File: config.mk
export PLATFORM = sky130hd
export DESIGN_NAME = msrv32_rf_wb_scheduler
export DESIGN_NICKNAME = d
export VERILOG_FILES = /design/src/rtl/msrv32_rf_wb_scheduler.sv
export SDC_FILE = /design/constraint.sdc
export NUM_CORES = 1
export LEC_CHECK = 0
export ABC_CLOCK_PERIOD_IN_PS = 5200
export CAP_MARGIN = 5
export CORE_UTILIZATION = 38
export DETAILED_ROUTE_END_ITERATION = 7
export GPL_ROUTABILITY_DRIVEN = 0
export PLACE_DENSITY = 0.68
export REMOVE_ABC_BUFFERS = 1
export SKIP_LAST_GASP = 1
export SLEW_MARGIN = 30
export SYNTH_ARGS = -nofsm -noshare
export SYNTH_HDL_FRONTEND = slang
export SYNTH_SLANG_ARGS = --single-unit
File: constraint.sdc
create_clock -name msrv32_mp_clk_in -period 5.2 [get_ports msrv32_mp_clk_in]
set_clock_uncertainty 0.1 [all_clocks]
set_input_delay 0.52 -clock msrv32_mp_clk_in [delete_from_list [all_inputs] [get_ports msrv32_mp_clk_in]]
set_output_delay 0.52 -clock msrv32_mp_clk_in [all_outputs]
set_load 0.02 [all_outputs]
File: src/rtl/msrv32_rf_wb_scheduler.sv
// Register-file write-port scheduler: round-robin arbitration between the ALU/CSR and
// load writeback paths, plus a busy scoreboard that drives the decode hazard stall.
module msrv32_rf_wb_scheduler #(
  parameter int WIDTH      = 32,
  parameter int HEIGHT     = 32,
  parameter int ADDR_WIDTH = 5
) (
  input  logic                  msrv32_mp_clk_in,
  input  logic                  msrv32_mp_rst_in,
  input  logic                  req0_valid_in,
  input  logic [ADDR_WIDTH-1:0] req0_addr_in,
  input  logic [WIDTH-1:0]      req0_data_in,
  output logic                  req0_ready_out,
  input  logic                  req1_valid_in,
  input  logic [ADDR_WIDTH-1:0] req1_addr_in,
  input  logic [WIDTH-1:0]      req1_data_in,
  output logic                  req1_ready_out,
  input  logic                  issue_en_in,
  input  logic [ADDR_WIDTH-1:0] issue_rd_in,
  input  logic [ADDR_WIDTH-1:0] rs_1_addr_in,
  input  logic [ADDR_WIDTH-1:0] rs_2_addr_in,
  output logic                  hazard_out,
  output logic                  wr_en_out,
  output logic [ADDR_WIDTH-1:0] rd_addr_out,
  output logic [WIDTH-1:0]      rd_out
);

  // last_grant_q: 1 means req1 won the most recent grant
  logic                  last_grant_q, last_grant_d;
  logic [HEIGHT-1:0]     busy_q, busy_d;
  logic                  wr_en_q, wr_en_d;
  logic [ADDR_WIDTH-1:0] rd_addr_q, rd_addr_d;
  logic [WIDTH-1:0]      rd_q, rd_d;

  logic                  grant0, grant1, grant_any;
  logic [ADDR_WIDTH-1:0] g_addr;
  logic [WIDTH-1:0]      g_data;

  always_comb begin
    grant0 = 1'b0;
    grant1 = 1'b0;
    if (!msrv32_mp_rst_in) begin
      if (req0_valid_in && (!req1_valid_in || last_grant_q)) grant0 = 1'b1;
      else if (req1_valid_in)                                grant1 = 1'b1;
    end
    grant_any = grant0 | grant1;
    g_addr    = grant1 ? req1_addr_in : req0_addr_in;
    g_data    = grant1 ? req1_data_in : req0_data_in;
  end

  always_comb begin
    last_grant_d = grant_any ? grant1 : last_grant_q;
    wr_en_d      = grant_any && (g_addr != '0);
    rd_addr_d    = wr_en_d ? g_addr : rd_addr_q;
    rd_d         = wr_en_d ? g_data : rd_q;
    busy_d       = busy_q;
    if (wr_en_d) busy_d[g_addr] = 1'b0;
    // A new producer issued in the same cycle outranks the retiring one
    if (issue_en_in && (issue_rd_in != '0)) busy_d[issue_rd_in] = 1'b1;
    busy_d[0] = 1'b0;
  end

  always_ff @(posedge msrv32_mp_clk_in) begin
    if (msrv32_mp_rst_in) begin
      last_grant_q <= 1'b1;
      busy_q       <= '0;
      wr_en_q      <= 1'b0;
      rd_addr_q    <= '0;
      rd_q         <= '0;
    end else begin
      last_grant_q <= last_grant_d;
      busy_q       <= busy_d;
      wr_en_q      <= wr_en_d;
      rd_addr_q    <= rd_addr_d;
      rd_q         <= rd_d;
    end
  end

  assign req0_ready_out = grant0;
  assign req1_ready_out = grant1;
  assign hazard_out     = busy_q[rs_1_addr_in] | busy_q[rs_2_addr_in] |
                          (issue_en_in & busy_q[issue_rd_in]);
  assign wr_en_out      = wr_en_q;
  assign rd_addr_out    = rd_addr_q;
  assign rd_out         = rd_q;

endmodule

==> flow_summary.toml <==
[clocking]
clock_latency_ns = 0.34
htree_num_levels = 3
path_clk_slew_ns = 0.07
cts_setup_buffers = 0
ctsLongestPathBuffers = 2
root_buffer = "clkbuf_8"
cts_sinks = 70
cts_resized = 0
cts_tree = "done"
numCtsBuffers = 9
postCtsHoldBufs = 0

[min_path]
worstHoldPathType = "reg -> reg"
min_from = "rd_out[0]"
hold_depth = 2
hold_path_end = "rd_out[0]"

[cells_and_area]
post-route-util_pct = 54.61
stdcell_count = 719
layout-drive-gt1-share_pct = 13.89
antenna_cells = 0
area_delta_synth_final_pct = 38.86
nets = 673
stdcell_area_um2 = 5638

[timing]
worstMarginPinSlew_ns = 0.9369
fmax_ghz = 0.2620
finalSetupTns_ns = 0
slew_headroom_pct = 37.54
fin_hold_ws_ns = 0.4045
grt_setup_unrepaired = "no"
fin_crit_ns = 3.817
drv_slew = 0
hold_viol = 0
min_period_over_period_pct = 73.41
setup_violations = 0
layout_setup_ws_ns = 1.383

[die]
start_util_pct = 39.33
io_pins = 135
die_h_um = 105.4
die_w_um = 105.4
floorplan.rows = 37
coreArea_um2 = 10320
dieArea_um2 = 11100

[yosys]
synth_cell_types = 38
ys_seq_elements = 70
synth_warnings = 0
syn_inst = 465
synth_area_um2 = 4060
syn_avg_cell_area_um2 = 8.731
yosysSeqAreaShare_pct = 34.51

[global_routing]
grt_first_pass_wirelength_mm = 19.83
grt_max_degree = 75
grt_pass1_vias = 4041
grt_util_all_layers_pct = 22.60
antenna_found_initial = 1
grt-ovfl-total = 0

[worst_setup_path]
reg2reg_depth = 9
arrival_ns = 3.20
required_ns = 4.58
worstPathMaxFanout = 13
r2r_start = "last_grant_q"
r2r_slack_ns = 2.19
critPathLaunchType = "input pin"
worstSetupEndpointType = "output port"
r2r_end = "rd_out[17]"
critPathKind = "in -> out"

[power]
power.leakage_nw = 1.967
power_density_nw_per_um2 = 245.0
vdd_drop_max_uv = 136.6
finalPower_mw = 1.382

[routing]
vias_per_cell = 5.523
routed.top_layer = "met5"
postRouteWirelength_mm = 12.09
wl_met1_mm = 4.965
dr_wl_met3_mm = 1.213
drc_errors = 0
dr_wl_met2_mm = 5.695
avgRoutedWirePerCell_um = 16.81
vias = 3971
ant_nets = 0
first_iter_violations = 204
drt_first_pass_iters = 4

[place]
placed_cell_area_um2 = 5428
dp_worst_setup_slack_ns = 1.379
place_inst = 704
place_hpwl_mm = 8.863
io_buffers = 134

[outcome]
outcome = "finished clean"

[flow_run]
maxCapViolations = 0
## Yosys cell counts (all sizes together)
library cell,n,area (um^2)
clkbuf,23,86.33
nor2b,10,65.06
or2,1,6.260
o21bai,1,7.510
dfxtp,70,1401
buf,12,82.58
nand4,1,6.260
nor3,4,20.02
a211o,1,8.760
nor2,53,198.9
a211oi,2,15.01
a22o,1,8.760
o31ai,4,35.03
nor3b,6,45.04
a221o,1,10.01
nand3,7,35.03
o21ai,37,185.2
nand2b,6,37.54
a311oi,32,461.7
nand2,102,382.9
a22oi,4,30.03
mux2,7,82.57
o22ai,1,6.260
mux2i,15,150.1
a21oi,34,170.2
a31oi,2,12.51
inv,4,15.01
and2,2,12.51
mux4,21,473.0
a221oi,1,8.760
## cell type report
cell class,instances,area (um^2)
well taps,136,170.2
fillers,978,4686
clock inverters,6,86.33
repair buffers,138,1366
inverters,4,15.01
multi-input cells,356,2475
flip-flops and latches,70,1401
clock buffers,9,123.9
## state kept, by name, indices dropped and copies added, names as in the netlist
register and count:
busy_q 31, rd_addr_out 5, rd_out 32, last_grant_q 1, wr_en_out 1
## cells in the final DEF, fill, tap and decap left out, types with 2 or more instances in the layout
master / instances
a211oi_1: 2
a21oi_1: 34
a22oi_1: 4
a311oi_1: 3
a311oi_2: 29
a31oi_1: 2
and2_1: 2
buf_4: 4
bufinv_16: 2
clkbuf_8: 9
clkdlybuf4s50_1: 133
clkinv_2: 2
dfxtp_1: 70
inv_1: 3
mux2_2: 6
mux2i_1: 15
mux4_2: 21
nand2_1: 102
nand2b_1: 6
nand3_1: 7
nor2_1: 53
nor2b_1: 9
nor3_1: 4
nor3b_1: 6
o21ai_0: 36
o31ai_1: 3
## how the worst max path moves through the flow
stage,from,to,slack (ns),cells after the start
floorplan,req1_valid_in,rd_out[10],1.98,7
global placement,issue_rd_in[0],hazard_out,1.45,8
detailed placement,issue_rd_in[0],hazard_out,1.38,8
CTS,issue_rd_in[0],hazard_out,1.37,8
global route,issue_rd_in[0],hazard_out,1.13,8
finish,issue_rd_in[0],hazard_out,1.38,8
## report_power, final
part	total [mW]	internal (mW)	switching, mW
registers	0.581	0.563	0.0171
logic	0.328	0.163	0.165
clock network	0.473	0.267	0.206
## critical path, stage by stage
cell             delay (ns)
clkdlybuf4s50_1        0.84
mux4_2                 0.58
mux2i_1                0.15
mux2i_1                0.09
a221o_1                0.30
nand2_1                0.07
nand4_1                0.08
clkdlybuf4s50_1        0.55
## per-layer routing
layer / GRT usage [%] / up-vias
met1: 26.77 / 1870
li1: - / 1909
met2: 37.59 / 171
met4: 6.942 / 2
met5: 0 / -
met3: 8.782 / 19
## cell families after synthesis
logic type,synth area share [%]
and+or+nand+nor,19.94
buffers and inverters,4.530
muxes,17.38
AOI/OAI and AO/OA,23.64
DFF,34.51
Note: power is estimated with default switching activity, not from simulation.
